$ cat config.mk
export PLATFORM = sky130hd
export DESIGN_NAME = serial_in_left_register16
export DESIGN_NICKNAME = d
export VERILOG_FILES = /design/src/rtl/serial_in_left_register16.sv
export SDC_FILE = /design/constraint.sdc
export NUM_CORES = 1
export LEC_CHECK = 0
export ABC_CLOCK_PERIOD_IN_PS = 2400
export CAP_MARGIN = 20
export CORE_ASPECT_RATIO = 1.1
export CORE_MARGIN = 2
export CORE_UTILIZATION = 35
export CTS_CLUSTER_DIAMETER = 50
export DETAILED_ROUTE_END_ITERATION = 12
export GPL_TIMING_DRIVEN = 1
export PLACE_DENSITY = 0.7
export SYNTH_ARGS = -nofsm -noshare
export SYNTH_HDL_FRONTEND = slang
export SYNTH_SLANG_ARGS = --single-unit
$ cat constraint.sdc
create_clock -name i_clk -period 2.4 [get_ports i_clk]
set_input_delay 0.6 -clock i_clk [delete_from_list [all_inputs] [get_ports i_clk]]
set_output_delay 0.6 -clock i_clk [all_outputs]
set_load 0.01 [all_outputs]
$ cat src/rtl/serial_in_left_register16.sv
// Serial-to-parallel receiver: collects an MSB-first bit stream into MSB-wide words
// and presents each completed word on a registered valid/ready output port.
module serial_in_left_register16 #(
  parameter int MSB = 16
) (
  input  logic                   i_clk,
  input  logic                   i_rst_n,
  input  logic                   i_sin,
  input  logic                   i_sin_valid,
  input  logic                   i_clear,
  output logic [MSB-1:0]         o_dout,
  output logic                   o_dout_valid,
  input  logic                   i_dout_ready,
  output logic [$clog2(MSB)-1:0] o_bit_cnt,
  output logic                   o_overrun
);

  localparam int CW = $clog2(MSB);
  localparam logic [CW-1:0] LAST_BIT = CW'(MSB - 1);

  logic [MSB-1:0] shreg_q, shreg_d;
  logic [MSB-1:0] dout_q, dout_d;
  logic [CW-1:0]  cnt_q, cnt_d;
  logic           valid_q, valid_d;
  logic           overrun_q, overrun_d;
  logic [MSB-1:0] word;

  assign word = {shreg_q[MSB-2:0], i_sin};

  always_comb begin
    shreg_d   = shreg_q;
    dout_d    = dout_q;
    cnt_d     = cnt_q;
    valid_d   = valid_q;
    overrun_d = overrun_q;

    // The handshake is independent of clear; a completion below may re-raise valid.
    if (valid_q && i_dout_ready) valid_d = 1'b0;

    if (i_clear) begin
      shreg_d   = '0;
      cnt_d     = '0;
      overrun_d = 1'b0;
    end else if (i_sin_valid) begin
      shreg_d = word;
      if (cnt_q == LAST_BIT) begin
        cnt_d = '0;
        if (!valid_q || i_dout_ready) begin
          dout_d  = word;
          valid_d = 1'b1;
        end else begin
          overrun_d = 1'b1;
        end
      end else begin
        cnt_d = cnt_q + CW'(1);
      end
    end
  end

  always_ff @(posedge i_clk) begin
    if (!i_rst_n) begin
      shreg_q   <= '0;
      dout_q    <= '0;
      cnt_q     <= '0;
      valid_q   <= 1'b0;
      overrun_q <= 1'b0;
    end else begin
      shreg_q   <= shreg_d;
      dout_q    <= dout_d;
      cnt_q     <= cnt_d;
      valid_q   <= valid_d;
      overrun_q <= overrun_d;
    end
  end

  assign o_dout       = dout_q;
  assign o_dout_valid = valid_q;
  assign o_bit_cnt    = cnt_q;
  assign o_overrun    = overrun_q;

endmodule

======== Yosys cells after proc, flatten, opt, wreduce, memory -nomap -nowiden ========
Index checks and enable logic that the tools add are counted.
operators by class
  reductions and logical operators ........ 6
  eq/ne operators ......................... 1
  bitwise gates (word level) .............. 3
  mux-type cells .......................... 6
  add/subtract/negate cells ............... 1
operators with widths
  operator                                     number
  two-way mux 1 bit                            5
  adder 4 x 1 -> 4 bit, second input constant  1
  == test 4 bit, second input constant         1
  two-way mux 4 bit                            1
  AND reduction 4 bit                          1
  NOT 1 bit                                    3
  AND reduction 3 bit                          1
  OR reduction 2 bit                           1
  logical AND 1 bit                            1
  zero test 1 bit                              1
  logical OR 1 bit                             1
storage, ports and cells
  input port bits ......................... 6
  output and inout port bits .............. 22
  register bits after elaboration ......... 37
  logic and storage cells ................. 22

======== Logic depth before layout (Yosys ltp) ========
  depth in word-level cells ............... 6
  mapped depth ............................ 5
  mapped depth without buffers ............ 4

======== Worst setup path after synthesis ========
OpenSTA, ideal clock, no wires.
  path type ............................... flip-flop to flip-flop
  start ................................... register cnt_q[0] (netlist: o_bit_cnt[0])
  end ..................................... register dout_q[0] (netlist: o_dout[0])
  arrival ................................. 1.526 ns
  data required time ...................... 2.328 ns
  setup slack ............................. 0.803 ns
  library setup time ...................... 0.072 ns
  stages on the path, launching flop included .. 6
  clock period less this slack ............ 1.597 ns
  path buffers ............................ 1
  path through ............................ dfxtp_1 > ha_1 > nand4_2 > nor3_4 > buf_8 > mux2i_1
between the ends
  longest elaborated chain between the ends .. 2
ends and longest elaborated chain
  what                           line  source
  start, declared                23    logic [CW-1:0] cnt_q, cnt_d;
  start signal, assigned         70    cnt_q <= cnt_d;
  == test 4 bit                  46    if (cnt_q == LAST_BIT) begin
  AND reduction 4 bit (no line)  -
  end signal, assigned           69    dout_q <= dout_d;
  end, declared                  22    logic [MSB-1:0] dout_q, dout_d;
Every way passes these cells.
A chain may end at the register's enable or synchronous reset.

======== Worst setup path after layout ========
  start ................................... register cnt_q[2] (netlist: o_bit_cnt[2])
  end ..................................... output o_bit_cnt[2]
RTL lines
  what           line  source
  end, declared  14    output logic [$clog2(MSB)-1:0] o_bit_cnt,
No word-level cell between the ends.

==> metrics.txt <==
die width=64.8 µm; Hold Startpoint=o_dout[14]$_SDFFE_PN0P_; DRT Pass-1 Iters=4; max cap viols=0; core area=3930 µm²; CP Cell Sequence=clkdlybuf4s50_1; Final Skew=0.00561 ns; #FFs+latches synth=37; via count=1,017; grt ovf=0; post-synthesis sequential area ratio=52.0%; antenna fix cells=0; Initial Utilization=36.2%; Setup CP Type=reg2out; Max Fanout on Critical Path=4; Max Buffers Root-to-Sink=2; Lkg Pwr=0.657 nW; most frequent cell after synthesis=dfxtp_1; # hold bufs at CTS=0; clock tree root driver cell=clkbuf_8; Post-Syn Area=1420 µm²; Port Buf Inserts=27; startpoint types=flip-flop; number of global-route vias before repair=1,025; Pins Over Slew Limit=0; post-synth top area share=52.0%; FMAX=0.532 GHz; Switching Fraction=22.3%; Critical Path End Type=output port; final setup violation count=0; largest net degree at the start of global routing=33; pwr dens=591 nW/µm²; Area growth syn-to-layout=28.1%; post-route insts no fill=227; maximum VDD drop=343 µV; final worst path period share=78.4%; residual DRC count=0; R2R setup slack=0.85 ns; Reg power frac=57.3%; Net Count, Synth=152; Comb power frac=4.4%; Clock Pin Slew Worst Setup and Hold Paths=0.07 ns; post-placement cell count=219; wire per inst=11.1 µm; Int Power=0.000838 W; antenna viol nets, final=0; Clock power frac=38.3%; ys async rst share=0%; routability congestion estimate=0.701; minimum clock period=1.88 ns; ratio of cells with drive above 1 in the final layout=7.43%; Ys Warns=0; unrepaired setup endpoints after global routing=no; Cell variety after synth=19; Critical path buffers and inverters=1; HP Class=reg2reg; CTS Buf Count=5; Overall Global Routing Usage=12.3%; slew of the pin with the lowest slew margin=0.314 ns; Synth top cells by count=dfxtp_1 (37), nand2_1 (33), mux2i_1 (32), nor2_1 (20), clkbuf_1 (6); Post-CTS Setup Bufs=0; fin util=46.4%; number of synthesized flops with an enable pin=0; setup TNS=0 ns; fin nets=181; Worst setup startpoint=o_bit_cnt[2]$_SDFFE_PP0P_; Synth Instances=145; Psw=0.000240 W; Resize count post-CTS=0; initial antenna violation count=0; clock latency on the worst-skew pair=0.29 ns; CTS tree=yes; via density per instance=4.48; delay-heaviest family, CP=buffers and inverters; WL final=2530 µm; max incr delay on CP=0.57 ns; crit path max-delay cell type=clkdlybuf4s50_1; Cell Rows=24; post-detail-place hpwl=1640 µm; synth top area cells=dfxtp_1 (52%), mux2i_1 (22%), nand2_1 (8.7%); final hold violations=0; # clock sinks=37; Die ar.=4600 µm²; Synth Flop Type=dfxtp_1; status=completed; Rel. slew slack=79.0%; Critical Path RT=1.80 ns; DRT iter0 DRCs=32; Chip Height=70.9 µm; CP Data Arrival Time=1.28 ns; htree depth=2; Yosys top cell by area=dfxtp_1; I/O pins=28; worst r2r src=o_bit_cnt[0]$_SDFFE_PP0P_; first-pass GRT wire length=4350 µm; Syn Area/Cell=9.82 µm²
[placed cells by master (no fill, tap or decap)]
cell             instances
nand2_1                 33
xor2_1                   2
nor2_1                  20
or2b_1                   1
clkbuf_8                 5
nand2b_1                 2
ha_1                     1
nand4_2                  1
a21oi_1                  1
nor3_4                   1
mux2i_1                 32
xnor2_1                  1
o21a_1                   1
dfxtp_1                 37
nand4_1                  1
inv_1                    1
clkbuf_1                 1
nor2b_1                  1
clkinv_2                 2
clkdlybuf4s50_1         27
buf_4                    4
[final timing paths]
path,to,depth (start not counted)
setup reg to reg,o_dout[9]$_SDFFE_PN0P_,5
setup / recovery,o_bit_cnt[2],1
hold reg to reg,o_dout[14]$_SDFFE_PN0P_,2
hold / removal,o_dout[14]$_SDFFE_PN0P_,2
[state kept, by name, summed over array words and instances (netlist names)]
name	flops
o_overrun	1
o_bit_cnt	4
o_dout	16
shreg_q	15
o_dout_valid	1
[layout make-up]
| class | instances | area (µm²) |
|---|---|---|
| Sequential cell | 37 | 741 |
| Clock inverter | 2 | 10.0 |
| Clock buffer | 6 | 72.6 |
| Inverter | 1 | 3.75 |
| Timing Repair Buffer | 31 | 300 |
| Fill cell | 369 | 2110 |
| Multi-Input combinational cell | 98 | 632 |
| Tap cell | 52 | 65.1 |
[metrics by stage]
stage	area, µm²	power [W]	setup slack [ns]	hold WS (ns)
after detailed placement	1740	0.000679	0.342	0.451
after global routing	1820	0.00111	0.484	0.469
after CTS	1820	0.00109	0.505	0.462
after floorplan	1420	0.000661	0.803	0.437
final	1820	0.00108	0.519	0.458
after global placement	1740	0.000679	0.384	0.433
[power by group through the flow]
stage	combinational, W	clock [W]	sequential (W)
after floorplan	0.0000292	0	0.000632
after global placement	0.0000471	0	0.000631
after detailed placement	0.0000477	0	0.000631
after CTS	0.0000480	0.000423	0.000617
after global routing	0.0000514	0.000444	0.000617
final	0.0000478	0.000412	0.000617
[per-layer routing]
layer	track usage (%)	vias up	part of all wire (%)
met2	19.9	26	46
met4	7.80	0	2.6
met5	0	-	0
met1	14.4	455	47
met3	3.02	7	4.6
li1	-	529	-
[kinds of logic (layout without fill, tap and decap cells)]
| family | count (synthesis) | after routing | share of synthesized area [%] |
|---|---|---|---|
| DFF | 37 | 37 | 52.0 |
| xor gates and xnor gates | 3 | 3 | 1.85 |
| adders and majority gates | 1 | 1 | 0.879 |
| muxes | 32 | 32 | 22.5 |
| AOI/OAI and AO/OA | 2 | 2 | 0.879 |
| buffers and inverters | 10 | 40 | 3.60 |
| and+or+nand+nor | 60 | 60 | 18.3 |
Power figures use the tool's default switching activity.
